--- src/rtl/exe_mem_skid_stage_if.sv ---
// EXE -> MEM stage bus: upstream valid/ready plus payload, downstream
// valid/ready plus the head entry. The stage takes the slave view, the
// surrounding logic (EXE/MEM or a bench) takes the master view.
interface exe_mem_skid_stage_if #(
  parameter int ADDR_W = 32,
  parameter int DATA_W = 32,
  parameter int DEST_W = 4
);
  logic              in_valid;
  logic              in_ready;
  logic              wb_en_in;
  logic              mem_r_en_in;
  logic              mem_w_en_in;
  logic [ADDR_W-1:0] alu_result_in;
  logic [DATA_W-1:0] st_val_in;
  logic [DEST_W-1:0] dest_in;

  logic              out_valid;
  logic              out_ready;
  logic              wb_en;
  logic              mem_r_en;
  logic              mem_w_en;
  logic [ADDR_W-1:0] address;
  logic [DATA_W-1:0] data;
  logic [DEST_W-1:0] dest;

  modport slave (
    input  in_valid, wb_en_in, mem_r_en_in, mem_w_en_in,
    input  alu_result_in, st_val_in, dest_in,
    output in_ready,
    output out_valid, wb_en, mem_r_en, mem_w_en, address, data, dest,
    input  out_ready
  );

  modport master (
    output in_valid, wb_en_in, mem_r_en_in, mem_w_en_in,
    output alu_result_in, st_val_in, dest_in,
    input  in_ready,
    input  out_valid, wb_en, mem_r_en, mem_w_en, address, data, dest,
    output out_ready
  );
endinterface

--- src/rtl/exe_mem_skid_stage.sv ---
// EXE -> MEM pipeline stage. Holds up to two entries (SKID=1, registered
// in_ready) or one entry (SKID=0, combinational in_ready), with synchronous
// flush and a saturating count of stalled cycles. freeze from the cache
// controller simply masks out_ready, so the head entry holds while frozen.
module exe_mem_skid_stage #(
  parameter int ADDR_W = 32,
  parameter int DATA_W = 32,
  parameter int DEST_W = 4,
  parameter int SKID   = 1,
  parameter int CNT_W  = 16
) (
  input  logic                 clk,
  input  logic                 rst,
  input  logic                 freeze,
  input  logic                 flush,
  exe_mem_skid_stage_if.slave  bus,
  output logic [1:0]           occupancy,
  output logic [CNT_W-1:0]     stall_cnt
);

  typedef enum logic [1:0] {EMPTY, ONE, FULL} state_t;

  typedef struct packed {
    logic              wb_en;
    logic              mem_r_en;
    logic              mem_w_en;
    logic [ADDR_W-1:0] addr;
    logic [DATA_W-1:0] data;
    logic [DEST_W-1:0] dest;
  } ent_t;

  state_t           st_q, st_d;
  ent_t             main_q, main_d, skid_q, skid_d, in_ent;
  logic [CNT_W-1:0] cnt_q;
  logic             rdy_eff, out_valid, in_ready, accept, pop;

  assign rdy_eff   = bus.out_ready & ~freeze;
  assign out_valid = (st_q != EMPTY);
  assign accept    = bus.in_valid & in_ready;
  assign pop       = out_valid & rdy_eff;

  assign in_ent = '{wb_en:    bus.wb_en_in,
                    mem_r_en: bus.mem_r_en_in,
                    mem_w_en: bus.mem_w_en_in,
                    addr:     bus.alu_result_in,
                    data:     bus.st_val_in,
                    dest:     bus.dest_in};

  if (SKID != 0) begin : g_skid
    logic rdy_q;
    // in_ready is a flop: next cycle can accept unless we are heading to FULL
    always_ff @(posedge clk or posedge rst) begin
      if (rst) rdy_q <= 1'b1;
      else     rdy_q <= (st_d != FULL);
    end
    assign in_ready = rdy_q;
  end else begin : g_noskid
    // single entry: accept when empty or when the head leaves this cycle;
    // forced low while reset is held so the whole port reads idle
    assign in_ready = (~out_valid | rdy_eff) & ~rst;
  end

  // Next state and entry movement. With SKID=0 the ONE->FULL arc is
  // unreachable because accept in ONE implies pop.
  always_comb begin
    st_d   = st_q;
    main_d = main_q;
    skid_d = skid_q;
    if (flush) begin
      st_d = EMPTY;
    end else begin
      case (st_q)
        EMPTY: begin
          if (accept) begin
            st_d   = ONE;
            main_d = in_ent;
          end
        end
        ONE: begin
          if (accept && pop) begin
            main_d = in_ent;
          end else if (accept) begin
            st_d   = FULL;
            skid_d = in_ent;
          end else if (pop) begin
            st_d = EMPTY;
          end
        end
        FULL: begin
          if (pop) begin
            st_d   = ONE;
            main_d = skid_q;
          end
        end
        default: st_d = EMPTY;
      endcase
    end
  end

  // State and payload registers
  always_ff @(posedge clk or posedge rst) begin
    if (rst) begin
      st_q   <= EMPTY;
      main_q <= '0;
      skid_q <= '0;
    end else begin
      st_q   <= st_d;
      main_q <= main_d;
      skid_q <= skid_d;
    end
  end

  // Saturating count of cycles where a valid head is held back
  always_ff @(posedge clk or posedge rst) begin
    if (rst)                             cnt_q <= '0;
    else if (out_valid && !rdy_eff && !(&cnt_q)) cnt_q <= cnt_q + CNT_W'(1);
  end

  assign bus.in_ready  = in_ready;
  assign bus.out_valid = out_valid;
  assign bus.wb_en     = main_q.wb_en    & out_valid;
  assign bus.mem_r_en  = main_q.mem_r_en & out_valid;
  assign bus.mem_w_en  = main_q.mem_w_en & out_valid;
  assign bus.address   = main_q.addr;
  assign bus.data      = main_q.data;
  assign bus.dest      = main_q.dest;

  assign occupancy = (st_q == FULL) ? 2'd2 : (st_q == ONE) ? 2'd1 : 2'd0;
  assign stall_cnt = cnt_q;

endmodule
--- src/flat_wrapper.sv ---
// flat-port wrapper written by rule: the top's interface ports become plain ports
module exe_mem_skid_stage_flat 
#(
  parameter int ADDR_W = 32,
  parameter int DATA_W = 32,
  parameter int DEST_W = 4,
  parameter int SKID   = 1,
  parameter int CNT_W  = 16
)
  (clk, rst, freeze, flush, occupancy, stall_cnt, bus_in_valid, bus_wb_en_in, bus_mem_r_en_in, bus_mem_w_en_in, bus_alu_result_in, bus_st_val_in, bus_dest_in, bus_in_ready, bus_out_valid, bus_wb_en, bus_mem_r_en, bus_mem_w_en, bus_address, bus_data, bus_dest, bus_out_ready);
  exe_mem_skid_stage_if #(.ADDR_W(ADDR_W), .DATA_W(DATA_W), .DEST_W(DEST_W)) bus_i ();
  input  logic clk;
  input  logic rst;
  input  logic freeze;
  input  logic flush;
  output logic [1:0] occupancy;
  output logic [CNT_W-1:0] stall_cnt;
  input wire logic [$bits(bus_i.in_valid)-1:0] bus_in_valid;
  input wire logic [$bits(bus_i.wb_en_in)-1:0] bus_wb_en_in;
  input wire logic [$bits(bus_i.mem_r_en_in)-1:0] bus_mem_r_en_in;
  input wire logic [$bits(bus_i.mem_w_en_in)-1:0] bus_mem_w_en_in;
  input wire logic [$bits(bus_i.alu_result_in)-1:0] bus_alu_result_in;
  input wire logic [$bits(bus_i.st_val_in)-1:0] bus_st_val_in;
  input wire logic [$bits(bus_i.dest_in)-1:0] bus_dest_in;
  output wire logic [$bits(bus_i.in_ready)-1:0] bus_in_ready;
  output wire logic [$bits(bus_i.out_valid)-1:0] bus_out_valid;
  output wire logic [$bits(bus_i.wb_en)-1:0] bus_wb_en;
  output wire logic [$bits(bus_i.mem_r_en)-1:0] bus_mem_r_en;
  output wire logic [$bits(bus_i.mem_w_en)-1:0] bus_mem_w_en;
  output wire logic [$bits(bus_i.address)-1:0] bus_address;
  output wire logic [$bits(bus_i.data)-1:0] bus_data;
  output wire logic [$bits(bus_i.dest)-1:0] bus_dest;
  input wire logic [$bits(bus_i.out_ready)-1:0] bus_out_ready;
  assign bus_i.in_valid = bus_in_valid;
  assign bus_i.wb_en_in = bus_wb_en_in;
  assign bus_i.mem_r_en_in = bus_mem_r_en_in;
  assign bus_i.mem_w_en_in = bus_mem_w_en_in;
  assign bus_i.alu_result_in = bus_alu_result_in;
  assign bus_i.st_val_in = bus_st_val_in;
  assign bus_i.dest_in = bus_dest_in;
  assign bus_in_ready = bus_i.in_ready;
  assign bus_out_valid = bus_i.out_valid;
  assign bus_wb_en = bus_i.wb_en;
  assign bus_mem_r_en = bus_i.mem_r_en;
  assign bus_mem_w_en = bus_i.mem_w_en;
  assign bus_address = bus_i.address;
  assign bus_data = bus_i.data;
  assign bus_dest = bus_i.dest;
  assign bus_i.out_ready = bus_out_ready;
  exe_mem_skid_stage #(.ADDR_W(ADDR_W), .DATA_W(DATA_W), .DEST_W(DEST_W), .SKID(SKID), .CNT_W(CNT_W)) u_core (.clk(clk), .rst(rst), .freeze(freeze), .flush(flush), .bus(bus_i), .occupancy(occupancy), .stall_cnt(stall_cnt));
endmodule
--- config.mk ---
export PLATFORM = sky130hd
export DESIGN_NAME = exe_mem_skid_stage_flat
export DESIGN_NICKNAME = d
export VERILOG_FILES = /design/src/rtl/exe_mem_skid_stage_if.sv /design/src/rtl/exe_mem_skid_stage.sv /design/src/flat_wrapper.sv
export SDC_FILE = /design/constraint.sdc
export NUM_CORES = 1
export LEC_CHECK = 0
export CAP_MARGIN = 10
export CORE_AREA = 3 3 116 129
export DETAILED_ROUTE_END_ITERATION = 7
export DIE_AREA = 0 0 119 132
export PLACE_DENSITY = 0.84
export SLEW_MARGIN = 40
export SYNTH_ARGS = -nofsm -noshare
export SYNTH_HDL_FRONTEND = slang
export SYNTH_SLANG_ARGS = --single-unit
--- constraint.sdc ---
create_clock -name clk -period 14.7 [get_ports clk]
set_input_delay 2.94 -clock clk [delete_from_list [all_inputs] [get_ports clk]]
set_output_delay 2.94 -clock clk [all_outputs]
set_load 0.01 [all_outputs]
# [Yosys cells after proc, flatten, opt, wreduce, memory -nomap -nowiden]
# Cells that the tools add are included.
[totals] regBits=161 in_bits=77 output_inout_bits=91 wordCells=55
[classes] add_sub_neg=1 eq_ne=6 n_mux=13 n_bitwise=9 reduce_logical=11
[ops] operator="71-bit two-way mux" count=3
[ops] operator="71-bit case mux with 3 select lines" count=1
[ops] operator="16-bit by 1-bit adder with 16-bit output (second input constant)" count=1
[ops] operator="16-bit AND reduction" count=1
[ops] operator="2-bit two-way mux" count=7
[ops] operator="1-bit bitwise AND" count=6
[ops] operator="2-bit by 1-bit inequality test with 1-bit output (second input constant)" count=3
[ops] operator="2-bit case mux with 3 select lines" count=1
[ops] operator="5-bit AND reduction" count=1
[ops] operator="4-bit AND reduction" count=1
[ops] operator="1-bit logical AND" count=3
[ops] operator="1-bit NOT" count=3
[ops] operator="3-bit nonzero test" count=1
[ops] operator="2-bit by 1-bit equality test with 1-bit output (second input constant)" count=1
[ops] operator="2-bit equality test (second input constant)" count=1
[ops] operator="1-bit logical NOT" count=2
[ops] operator="2-bit logical NOT" count=1
[ops] operator="2-bit inequality test (second input constant)" count=1
[ops] operator="2-bit nonzero test" count=1
[ops] operator="1-bit two-way mux" count=1

# [Longest topological paths before layout]
# Gate-level depths: netlist (run 1).
[logic_depth] ltp_word=9 ltp_mapped=7 depth_no_buf=5

# [Worst setup path before layout (run 1)]
# OpenSTA, ideal clock, no wires.
[synth_path] path_kind="input port to flip-flop" startpoint="input bus_out_ready" endpoint="register u_core.skid_q[15] (netlist name)" setup_ns=0.125 t_arrival_ns=4.068 required_time_ns=14.575 path_slack_ns=10.507 stages=4 path_buffers=1 cell_sequence="nor2b_1 > nor3_4 > buf_4 > mux2_2"
[synth_via] elab_chain_len=5
[synth_rtl] element="start: declaration" line="flat_wrapper.sv:33" text="input wire logic [$bits(bus_i.out_ready)-1:0] bus_out_ready;"
[synth_rtl] element="1-bit bitwise AND" line="exe_mem_skid_stage.sv:37" text="assign rdy_eff = bus.out_ready & ~freeze;"
[synth_rtl] element="1-bit bitwise AND" line="exe_mem_skid_stage.sv:40" text="assign pop = out_valid & rdy_eff;"
[synth_rtl] element="1-bit logical AND" line="exe_mem_skid_stage.sv:80" text="if (accept && pop) begin"
[synth_rtl] element="1-bit NOT (no source line)"
[synth_rtl] element="4-bit AND reduction (no source line)"
[synth_rtl] element="end signal: assignment" line="exe_mem_skid_stage.sv:109" text="skid_q <= skid_d;"
[synth_rtl] element="end: declaration" line="exe_mem_skid_stage.sv:33" text="ent_t main_q, main_d, skid_q, skid_d, in_ent;"
# Every way passes these cells.
# A chain may end at the register's enable or synchronous reset.

# [Worst setup path after layout (run 1)]
[layout_path] startpoint="input bus_out_ready" endpoint="register u_core.skid_q[39] (netlist name)"
# Same word-level chain as after synthesis.

==> run summary, run 1 <==
The flow ran to the end, and the final reports show no timing, DRC or antenna violations. The critical register-to-register path endpoint is u_core.skid_q[39]$_DFFE_PP0P_. Traced cell by cell, the critical path runs through clkdlybuf4s50_1, nor2b_1, nor3_4, buf_6, buf_4, mux2_2. The worst-case setup slack after placement is 9.28 ns. The CTS buffer count came out at 17. The number of cells on the worst reg-to-reg path is 6.

Per report_power, the clock group accounts for between 30 and 40% of the total. The number of failing setup endpoints in the final timing report is 0. Setup repair after global routing left no endpoint under its margin. For this run, the total global-route usage over all layers was measured as between 20% and 30%. The total global routing overflow came out at 0. The fraction of met3 tracks used by global routing is around 5.7%. The max-slew violation total from the final report came out at 0. Yosys instantiated no cell more often than sky130_fd_sc_hd__dfrtp_1. The final route contains about 5,300 vias. The worst setup path is launched from an input port.

Counting tap cells, the placed design contains a total of ~960 instances. Clock-pin slew was measured on the worst setup and hold paths at approximately 0.06 ns. Once detailed placement completed, the half-perimeter wirelength came to about 11 mm. Per report_power, the combinational group accounts for 24.4% of the total. The global routing stage identified its most utilized layer as met2. The number of buffer cells added on primary ports is ~170. The number of instances on the worst hold path is 1. The total number of clock tree sinks came out at around 160. The post-cts sizing count is 0.

In the final layout, the share of cells above drive strength 1 is between 10 and 15%. The first-pass GRT wire length came out at around 27 mm. The internal power of the cells totals 1.10 mW. Once detail routing completed, the nets flagged for antenna violations numbered 0. Yosys printed 0 warnings. The violation count after the first detailed-routing iteration came out at around 440. In the routed design, unresolved DRC markers number 0. The number of nets in the finished design is 867. The core outline area came out at roughly 14,000 um^2. The synthesized design spends more area on one cell type than any other, namely sky130_fd_sc_hd__dfrtp_1.

The effective utilization at floorplan came out at between 50% and 60%. The cell with the biggest individual delay on the critical path is sky130_fd_sc_hd__buf_4. Tracing the worst setup path back leads to its startpoint at bus_out_ready.

The share of the clock period used by the worst path after layout is between 30% and 40%. In this run the tightest slew margin relative to its limit is 46.3%. The count of cell types in the netlist came out at 39. Ranked by total cell area, the synthesized netlist is headed by sky130_fd_sc_hd__dfrtp_1, sky130_fd_sc_hd__mux2_2, sky130_fd_sc_hd__nand2_1, sky130_fd_sc_hd__buf_4, sky130_fd_sc_hd__a31oi_1. The count of cells in the finished layout, fillers not included, comes to around 990. The max capacitance violation total is 0. STA classifies the critical path endpoint as a flip-flop.

The met1 global-route usage came out at about 28%. The number of nets produced by synthesis came out at 778. The worst path setup slack after routing came out at about 9.7 ns. The number of antenna violations at the first check in global routing came out at 0. In the final routed layout, each cell accounts on average for around 16 um.

The number of hold violations in the final report is 0. In the synthesized netlist, the number of instances is 700. The routability-driven placement congestion ratio is 0.887. After detailed routing, the total wire length is about 16 mm. In the final timing run, aggregate negative setup slack is 0 ns. The area fraction of the dominant cell type after synthesis came out at between 50% and 60%.

The floorplan step set the die height to roughly 130 um. The total of hold buffers inserted after clock tree synthesis is 0. The number of flops mapped to enable cells by yosys is 0.

The clock tree buffer depth is 2. VDD sags by at most approximately 0.0001 V. The number of global-route vias before repair came to between 5,000 and 6,000. The met2 usage in global routing came out at 34.2%. The critical-path maximum fanout came out at between 50 and 60. The TritonCTS clock tree is yes. The antenna diode count is 0. The sequential power share came out at 44.3%. The type of the worst min-delay path is reg -> reg. The worst hold path begins at u_core.skid_q[44]$_DFFE_PP0P_. The critical path is of the in -> reg type. Post-CTS timing repair inserted 0 buffers for setup.

The die width is about 120 um. The fraction of the core area covered by cells at the end of the flow came out at between 60% and 70%. The slew of the pin with the lowest slew margin came out at 0.806 ns.

The maximum level of the CTS H-tree is 4. Synthesis inferred ~160 register bits. Data on the critical path is required at its endpoint by about 15 ns. Clock tree synthesis selected as its root buffer the cell sky130_fd_sc_hd__clkbuf_16. The net switching share of the total power came out at about 27%. On the worst path, the slowest cell contributes a delay of between 0.5 and 0.6 ns. The routed via count divided by cell count is between 5 and 6.

For this run, the leading register cell type out of synthesis is sky130_fd_sc_hd__dfrtp_1. The arrival time of the worst setup path came out at around 5.3 ns. The setup slack of the worst register-to-register path came out at between 10 and 15 ns. The static leakage came out at approximately 3.9 nW. The worst clock skew on the final layout came out at 0.0100 ns.

The pin count of the biggest net entering global routing came out at 87. The top-level port count is approximately 170. The ratio of total power to cell area is 161 nW/um^2. The sequential-to-total area share from yosys stat is 54.8%. The critical register-to-register path startpoint is u_core.st_q[1]$_DFF_PP0_. The total buffers and inverters traversed by the critical path came out at 3. The full die area came out at roughly 16,000 um^2.

The destination of the worst hold path is u_core.skid_q[44]$_DFFE_PP0P_. The latest clock arrival within the worst-skew pair came out at ~0.41 ns. The iteration count of the initial detailed-routing pass came out at 5.

The share of flip-flops with an asynchronous set or reset came out at 100%. The post-synthesis to final-layout area growth is 26.3%. The post-route minimum period came out at between 5 and 6 ns. The total chip power is roughly 1.5 mW.

The cell area that synthesis handed to floorplanning was roughly 7400 um^2. Dividing the synthesized area by the synthesized cell count gives between 10 and 15 um^2. The commonest cells after synthesis are sky130_fd_sc_hd__dfrtp_1, sky130_fd_sc_hd__nand2_1, sky130_fd_sc_hd__nor2_1. The net switching power of the design came out at about 400 uW. The floorplan row count is between 40 and 50. The kind of cell with the highest combined delay along the critical path is buffers and inverters.

Timing would allow up to 200 MHz.
## area by class of cell
| type | instances | area (um^2) |
|---|---|---|
| clock buffer | 21 | 440 |
| clock inverter | 10 | 184 |
| fill | 1006 | 4510 |
| inverter | 4 | 20.0 |
| multi-input combinational | 430 | 2600 |
| sequential | 161 | 4030 |
| tap | 188 | 235 |
| timing repair buffer | 175 | 1780 |
## through the flow
step                cell area [um^2]  hold WS [ns]
floorplan                       7350         0.458
global placement                8600         0.468
detailed placement              8630         0.476
CTS                             9260         0.489
global route                    9290         0.502
finish                          9290         0.487
## power by group through the flow
stage	combinational (mW)	clock, mW	sequential (mW)
after global routing	0.399	0.497	0.681
after CTS	0.370	0.477	0.664
after global placement	0.351	0	0.661
after floorplan	0.263	0	0.646
final	0.365	0.470	0.664
after detailed placement	0.368	0	0.668
## flip-flops by register name, summed over array words and instances, names as in the netlist
register / cells
u_core.stall_cnt: 16
u_core.bus.data: 32
u_core.bus.address: 32
u_core.bus.dest: 4
u_core.skid_q: 71
u_core.st_q: 2
u_core.bus.in_ready: 1
u_core.main_q: 3
## worst max-delay path by stage
| stage | endpoint | slack (ns) | cells after the start |
|---|---|---|---|
| global route | u_core.skid_q[36]$_DFFE_PP0P_ | 9.58 | 6 |
| detailed placement | u_core.skid_q[48]$_DFFE_PP0P_ | 9.28 | 6 |
| global placement | u_core.skid_q[49]$_DFFE_PP0P_ | 9.08 | 5 |
| CTS | u_core.skid_q[39]$_DFFE_PP0P_ | 9.68 | 6 |
| finish | u_core.skid_q[39]$_DFFE_PP0P_ | 9.69 | 6 |
| floorplan | u_core.bus.address[0]$_DFFE_PP0P_ | 7.41 | 1 |
## worst reg2reg max path, delay by kind of cell (launching register included)
family	cells	cell delay, ns
DFF	1	0.46
and+or+nand+nor	3	0.73
muxes	1	0.46
buffers and inverters	2	0.82
## cells in the final DEF, fill, tap and decap left out, types with 2 or more instances in the layout
| cell | netlist | routed |
|---|---|---|
| sky130_fd_sc_hd__clkdlybuf4s50_1 | 0 | 167 |
| sky130_fd_sc_hd__clkinv_2 | 0 | 2 |
| sky130_fd_sc_hd__a31oi_1 | 71 | 71 |
| sky130_fd_sc_hd__nand3_1 | 7 | 7 |
| sky130_fd_sc_hd__dfrtp_1 | 160 | 160 |
| sky130_fd_sc_hd__mux2_1 | 8 | 8 |
| sky130_fd_sc_hd__buf_4 | 70 | 3 |
| sky130_fd_sc_hd__nor2_1 | 74 | 74 |
| sky130_fd_sc_hd__clkbuf_1 | 19 | 4 |
| sky130_fd_sc_hd__nand2b_1 | 3 | 2 |
| sky130_fd_sc_hd__clkbuf_16 | 0 | 17 |
| sky130_fd_sc_hd__nor3_1 | 5 | 5 |
| sky130_fd_sc_hd__a21oi_1 | 2 | 2 |
| sky130_fd_sc_hd__nand2_1 | 148 | 148 |
| sky130_fd_sc_hd__nand3b_1 | 2 | 2 |
| sky130_fd_sc_hd__nand4_1 | 7 | 7 |
| sky130_fd_sc_hd__xor2_1 | 8 | 8 |
| sky130_fd_sc_hd__nor4_1 | 4 | 4 |
| sky130_fd_sc_hd__bufinv_16 | 0 | 5 |
| sky130_fd_sc_hd__and2_1 | 4 | 4 |
| sky130_fd_sc_hd__clkinvlp_4 | 0 | 2 |
| sky130_fd_sc_hd__buf_6 | 6 | 3 |
| sky130_fd_sc_hd__mux2_2 | 66 | 66 |
| sky130_fd_sc_hd__xnor2_1 | 5 | 5 |
| sky130_fd_sc_hd__inv_2 | 2 | 2 |
| sky130_fd_sc_hd__nor2b_1 | 2 | 2 |
## layer usage
layer,routed length [um],up-vias
li1,-,2485
met1,6940,2632
met2,7820,214
met3,1130,16
met4,150,0
met5,0,-
## cells by family (layout without fill, tap and decap cells)
logic type | after synthesis | after routing | synth area share (%)
AO/OA/AOI/OAI | 77 | 77 | 6.82
multiplexers | 74 | 74 | 11.3
buffers and inverters | 109 | 210 | 9.90
adder cells (fa/ha/maj) | 1 | 1 | 0.170
AND/OR/NAND/NOR | 265 | 265 | 15.4
flip-flops | 161 | 161 | 54.8
XOR/XNOR | 13 | 13 | 1.55
Power figures use the tool's default switching activity.
==> run 2, diff against run 1 <==
CORE_AREA = 3 3 120 134   (was 3 3 116 129)
DIE_AREA = 0 0 123 137   (was 0 0 119 132)
PLACE_DENSITY = 0.78   (was 0.84)
clock period = 4.78 ns   (was 14.7 ns; I/O delays follow)
==> run 2 against run 1 <==
Effect of this change: sequential power grew to 3.1 times the previous value; global-route usage is 0.96 points lower; sequential share of layout area is 0.14 points lower; worst hold slack got worse by 0.00066 ns; final cell count is 1.0% higher; die area increased by 7.3%; non-clock buffer count rose by 1; critical path depth is 2 lower; clock power grew to 3.0 times the previous value; first-iteration DRC count down 12%; via count decreased by 0.50%; critical endpoint is now occupancy[1]; highest routed layer unchanged.
==> run summary, run 2 (synthesis gave the netlist of run 1 again) <==
The setup slack of the worst register-to-register path is about 2.5 ns. The number of instances on the worst hold path came out at 1. Together, buffers and inverters on the worst path number 3. The top cell types in the final layout, fill and taps aside, are sky130_fd_sc_hd__clkdlybuf4s50_1, sky130_fd_sc_hd__dfrtp_1, sky130_fd_sc_hd__nand2_1. The final route contains 5,320 vias.

The first-pass GRT wire length came out at about 26 mm. The floorplan row count is between 40 and 50. The violation count after the first detailed-routing iteration is 387. The worst clock skew on the final layout is 0.00867 ns. The max capacitance violation total is 0. Data on the critical path is required at its endpoint by roughly 3.8 ns. The worst pin sits at a relative slew slack of 45.6%. In this run, post-CTS repair resized a total of 0 instances. The max-slew violation total from the final report came out at 0. The latest clock arrival within the worst-skew pair is roughly 0.43 ns.

The number of failing setup endpoints in the final timing report is 0. For hold timing, the worst endpoint is u_core.skid_q[46]$_DFFE_PP0P_. CTS placed an instance of sky130_fd_sc_hd__clkbuf_16 at the clock tree root. In this run the number of H-tree levels came out at 4.

The maximum clock rate is 327 MHz. The sum of routed wire length over all layers is approximately 16 mm. The worst register-to-register path begins at u_core.st_q[1]$_DFF_PP0_. The congestion estimate from routability-driven global placement came to 0.834.

The number of hold violations in the final report came out at 0. The setup fix buffers added after clock tree synthesis came out at 0. The share of the clock period used by the worst path after layout is between 60 and 70%. The total global routing overflow is 0. The full die area came out at ~17,000 um^2.

The core region is 14,900 um^2. In this run the count of I/O pins placed on the die edge is roughly 170. The share of post-route cells with drive strength above 1 is ~14%.

The static leakage is 3.95 nW. Compared with the post-synthesis result, the final layout area differs by 26.7%. The category of the critical setup timing path is reg -> out. The type of the worst min-delay path is reg -> reg. The number of cells on the worst reg-to-reg path is 6. The number of buffer cells added on primary ports is ~170. The number of clock buffers added by TritonCTS is 17. The endpoint identified for the worst register-to-register timing path is u_core.bus.address[0]$_DFFE_PP0P_. Before antenna repair, the detailed router went through 5 iterations. The total negative setup slack came out at 0 ns.

Traced cell by cell, the critical path runs through nand2b_4, buf_12, inv_2, clkdlybuf4s50_1. The worst hold path begins at u_core.skid_q[46]$_DFFE_PP0P_. The most common cell after layout, fill and taps aside is sky130_fd_sc_hd__clkdlybuf4s50_1. The total number of clock tree sinks came out at between 150 and 200.

The slowest stage of the critical path belongs to the cell sky130_fd_sc_hd__clkdlybuf4s50_1. The post-route minimum period came out at a little over 3 ns. The number of antenna violations at the first check in global routing came out at 0.

For the pin with the worst max-slew slack, the measured transition is between 0.8 and 0.9 ns. STA classifies the critical path endpoint as a primary output. Entering global routing, the biggest net connects 80 pins. The floorplan step set the die height to roughly 140 um. The ratio of total power to cell area is about 490 nW/um^2. The fraction of the core area covered by cells at the end of the flow is a little over three fifths. The top register by number of flip-flops is u_core.skid_q. The total of hold buffers inserted after clock tree synthesis came out at 0. The TritonCTS clock tree is yes.

The instance area at placement came out at slightly below 9000 um^2. Setup repair after global routing left no endpoint under its margin. In this run the remaining antenna-violating nets after routing total 0. The overall routing resource usage is approximately 20%.

The worst hold slack is approximately 0.49 ns. Power comes to about 4.6 mW. The critical-path maximum fanout is 42. The flow ran to the end, and the final reports show no timing, DRC or antenna violations. The biggest cell delay along the critical path came out at approximately 0.52 ns. The routed via count divided by cell count is roughly 5.3. After clock tree synthesis, the clock-pin slew on the worst setup and hold paths is 0.06 ns.

The remaining design rule violation count is 0. In this run the deepest clock path goes through 2 buffers. The number of global-route vias before repair came out at roughly 5,400. The HPWL reported at the end of detailed placement came out at 10.9 mm. The maximum resistive drop on vdd is 0.000281 V. After detailed routing, the average wire length per cell comes to between 15 and 20 um. 0 antenna diodes ended up in the layout. The summed area of non-filler cells in the final layout came out at a little over 9000 um^2. The number of filler cells placed in the layout came out at about 1,200.

The category of cells accounting for the largest share of critical-path delay is buffers and inverters. The effective utilization at floorplan came out at about half. The arrival time of the worst setup path came out at around 2.1 ns.

The number of nets in the finished design is around 870. The worst setup path is launched from a flip-flop. The register with the most flip-flops in the layout has 71 of them.

The die width came out at 123 um.
run 2: cell types whose count changed in the layout (fill, tap and decap cells not counted), sizes merged:
cell	previous run	this run
clkinv	3	5
bufinv	5	4
clkinvlp	2	3
buf	8	9
inv	4	3
run 2: stage by stage:
step | setup WS, ns | instances
final | 1.72 | 999
after global routing | 1.61 | 999
after CTS | 1.69 | 999
after detailed placement | 1.82 | 967
after global placement | 1.67 | 964
after floorplan | 1.78 | 700
run 2: worst max path at each step:
stage                                  start                           endpoint  cells past startpoint
finish              u_core.st_q[1]$_DFF_PP0_                       occupancy[1]                      4
global route        u_core.st_q[1]$_DFF_PP0_                       occupancy[1]                      4
CTS                 u_core.st_q[1]$_DFF_PP0_                       occupancy[1]                      4
detailed placement                    freeze  u_core.bus.address[0]$_DFFE_PP0P_                      6
global placement               bus_out_ready      u_core.skid_q[15]$_DFFE_PP0P_                      5
floorplan                                rst  u_core.bus.address[0]$_DFFE_PP0P_                      1
run 2: metal layers:
metal	part of all wire, %	vias up	track usage [%]
met1	40	2649	24.3
met4	1.1	0	6.52
met2	51	181	32.8
met3	8.0	16	7.65
met5	0	-	0
li1	-	2474	-
run 2: report_power, final:
group	switching, mW	leakage [nW]	internal, mW
Clock	0.525	0.303	0.897
Combinational	0.454	1.76	0.666
Sequential	0.264	1.89	1.78
run 2: worst reg2reg max path: stages, from the launching register on:
cell	delay, ns
sky130_fd_sc_hd__dfrtp_1	0.48
sky130_fd_sc_hd__nand2b_4	0.30
sky130_fd_sc_hd__buf_12	0.29
sky130_fd_sc_hd__inv_2	0.08
sky130_fd_sc_hd__buf_4	0.58
sky130_fd_sc_hd__nand2_1	0.25
sky130_fd_sc_hd__a31oi_1	0.23
run 2: cell type report:
class,count,area [um^2],area share [%]
inverters,4,18.8,0.201
well taps,196,245,2.63
flip-flops and latches,161,4030,43.3
clock buffers,21,460,4.94
repair buffers,176,1800,19.3
multi-input cells,430,2600,27.9
clock inverters,11,160,1.72
==> run 3, diff against run 2 <==
clock period = 3 ns   (was 4.78 ns; I/O delays follow)
==> run 3 against run 2 <==
Effect of this change: final area increased by 0.20%; global-route usage increased by 0.14 points; via count increased by 0.73%; combinational power increased by 61%; critical path depth unchanged; routed wire length decreased by 0.93%; count of clock-buffer cells in the layout increased by 1; setup slack got worse by 1.2 ns.
==> run summary, run 3 (synthesis gave the netlist of run 1 again) <==
The detail-routed net length per standard cell is between 15 and 20 um. The total area inside the core boundary comes to ~15,000 um^2. The share of post-route cells with drive strength above 1 came out at between 10% and 20%.

STA classifies the critical path endpoint as a primary output. The met1 global-route usage is ~25%. The post-route minimum period is approximately 2.5 ns. The initial utilization of the core area, before any placement, comes to roughly half. The type of the worst min-delay path is reg -> reg.

The fraction of the core area covered by cells at the end of the flow is a little over three fifths. The net switching power of the design is slightly below 2 mW. The number of hold violations in the final report is 0. The total vias in the final route came out at around 5,400.

Dividing total power by cell area gives a power density of approximately 780 nW/um^2. Clock-pin slew was measured on the worst setup and hold paths at around 0.06 ns. The slowest stage of the critical path is the sky130_fd_sc_hd__clkdlybuf4s50_1 cell.

The number of antenna violations at the first check in global routing came out at 0. The library cell used most frequently in the layout, excluding fill and tap cells, is sky130_fd_sc_hd__clkdlybuf4s50_1. The tree is rooted in a sky130_fd_sc_hd__clkbuf_16. Input and output buffers added on the ports amount to 167. The latest clock arrival within the worst-skew pair came out at 0.42 ns. The sequential power share came out at around 45%.

The register with the most flip-flops in the layout has a little over 70 of them. The top register by number of flip-flops is u_core.skid_q. The iteration count of the initial detailed-routing pass came out at 5. The pin count of the biggest net entering global routing is 77.

The max capacitance violation total is 0. Clock tree synthesis found a total of roughly 160 sinks. The required time of the worst setup path came out at 2.40 ns. The HPWL reported at the end of detailed placement is approximately 11 mm.

After detailed routing, the total wire length is approximately 16 mm. The die covers 16,900 um^2. The clock network accounts for between 30% and 40% of the total power.

The number of failing setup endpoints in the final timing report is 0. The area growth from synthesis to layout is 27.0%. The worst clock skew on the final layout is between 0.009 and 0.01 ns. The max-slew violation total from the final report is 0. The overall routing resource usage came out at between 20% and 30%. Hold repair after CTS inserted 0 buffers. The share of the clock period used by the worst path after layout is roughly 83%. The critical path goes through nor2_4, inv_2, and2_1, clkdlybuf4s50_1.

In this run the most used layer during global routing was met2. The number of global-route vias before repair is 5,298. The remaining design rule violation count is 0. The first-pass GRT wire length came out at roughly 27 mm. For this run the aggregate overflow at the end of global routing stands at 0. The net switching share of the total power came out at around 27%. Setup repair after global routing left no endpoint under its margin. In this run the post-CTS setup repair buffer count came out at 0.

The flow ran to the end, and the final reports show no timing, DRC or antenna violations. For the pin with the worst max-slew slack, the measured transition is approximately 0.85 ns. The die is roughly 140 um tall. The routability-driven placement congestion ratio came out at around 0.91.

For flop-to-flop paths, the worst setup slack is 1.08 ns. The fraction of met3 tracks used by global routing came out at 7.36%. Internal power comes to about 5.3 mW. For this design the top-level I/O count stands at between 150 and 200.

The combinational cell fraction of total power came out at approximately 25%. The clock tree synthesis step divided the H-tree into 4 levels. From left edge to right edge, the die measures between 100 and 150 um.

The max-slew headroom at the worst pin is between 40% and 50%. The total negative setup slack came out at 0 ns. The biggest cell delay along the critical path came out at 0.57 ns. The number of routed nets with antenna violations came out at 0. The number of filler cells placed in the layout came out at 1,153. TritonCTS built the clock tree. The maximum resistive drop on vdd is 0.000523 V. After the last flow step, the layout net total stands at 869.

In the layout the commonest cells are sky130_fd_sc_hd__clkdlybuf4s50_1, sky130_fd_sc_hd__dfrtp_1, sky130_fd_sc_hd__nand2_1. The CTS buffer count is 17. The clock passes through at most 2 buffers. The worst setup path is launched from a flip-flop. Along the worst path, the maximum fanout reaches 9. The floorplan row count came out at 47.

STA puts the critical path data arrival time at around 1.9 ns. Derived from the worst setup path, the maximum achievable clock frequency is 401 MHz. Dividing the detail-routed via count by the number of cells gives 5.36. The category of the critical setup timing path is reg -> out.

The static leakage came out at approximately 4 nW. The antenna diode count came out at 0. In this run, the number of DRC markers left after iteration 0 of detailed routing was between 300 and 400. Post-CTS repair changed the size of 0 cells. The met2 usage in global routing came out at approximately 33%.
## run 3: cell types whose count changed in the layout (fill, tap and decap cells not counted), sizes merged
cell,previous run,this run
buf,9,10
clkinvlp,3,4
clkbuf,21,22
clkinv,5,3
bufinv,4,3
## run 3: worst max-delay path: cells and delay by family, from the launching register on
family / cells / cell delay (ns)
buffers and inverters: 2 / 0.74
DFF: 1 / 0.48
and+or+nand+nor: 2 / 0.25
## run 3: per-stage QoR
step / setup slack, ns / instance area (um^2) / hold slack, ns / std cells / total power [mW]
after global placement: 0.675 / 8730 / 0.467 / 968 / 4.99
after CTS: 0.477 / 9340 / 0.488 / 999 / 7.31
after detailed placement: 0.593 / 8730 / 0.475 / 968 / 5.10
final: 0.507 / 9340 / 0.491 / 999 / 7.24
after global routing: 0.377 / 9340 / 0.511 / 999 / 7.65
after floorplan: 0.358 / 7360 / 0.458 / 700 / 4.45
## run 3: power groups by stage
stage / Sequential (mW) / Combinational (mW) / Clock [mW]
detailed placement: 3.28 / 1.82 / 0
global route: 3.34 / 1.97 / 2.34
floorplan: 3.17 / 1.29 / 0
CTS: 3.25 / 1.83 / 2.23
finish: 3.26 / 1.80 / 2.19
global placement: 3.24 / 1.75 / 0
## run 3: path summary, 6_finish.rpt
| path | startpoint | endpoint | cells after the start |
|---|---|---|---|
| max in group asynchronous | rst | u_core.stall_cnt[12]$_DFFE_PP0P_ | 3 |
| max reg2reg | u_core.st_q[1]$_DFF_PP0_ | u_core.skid_q[53]$_DFFE_PP0P_ | 5 |
| min reg2reg | u_core.skid_q[44]$_DFFE_PP0P_ | u_core.skid_q[44]$_DFFE_PP0P_ | 1 |
| min | u_core.skid_q[44]$_DFFE_PP0P_ | u_core.skid_q[44]$_DFFE_PP0P_ | 1 |
| min in group asynchronous | rst | u_core.skid_q[41]$_DFFE_PP0P_ | 2 |
| max | u_core.st_q[1]$_DFF_PP0_ | bus_wb_en | 4 |
## run 3: final cells by class
type                            count  area (um^2)  share of cell area (%)
Clock inverter                      9          131                    1.41
Sequential cell                   161         4030                    43.2
Tap cell                          196          245                    2.63
Clock buffer                       22          474                    5.08
Timing Repair Buffer              177         1830                    19.6
Multi-Input combinational cell    430         2600                    27.9
Inverter                            4         18.8                   0.201
## run 3: routing by layer
| layer | wire length (um) | share of wire [%] |
|---|---|---|
| met5 | 0 | 0 |
| met4 | 185 | 1.1 |
| met3 | 1360 | 8.4 |
| met1 | 6640 | 41 |
| met2 | 8000 | 49 |
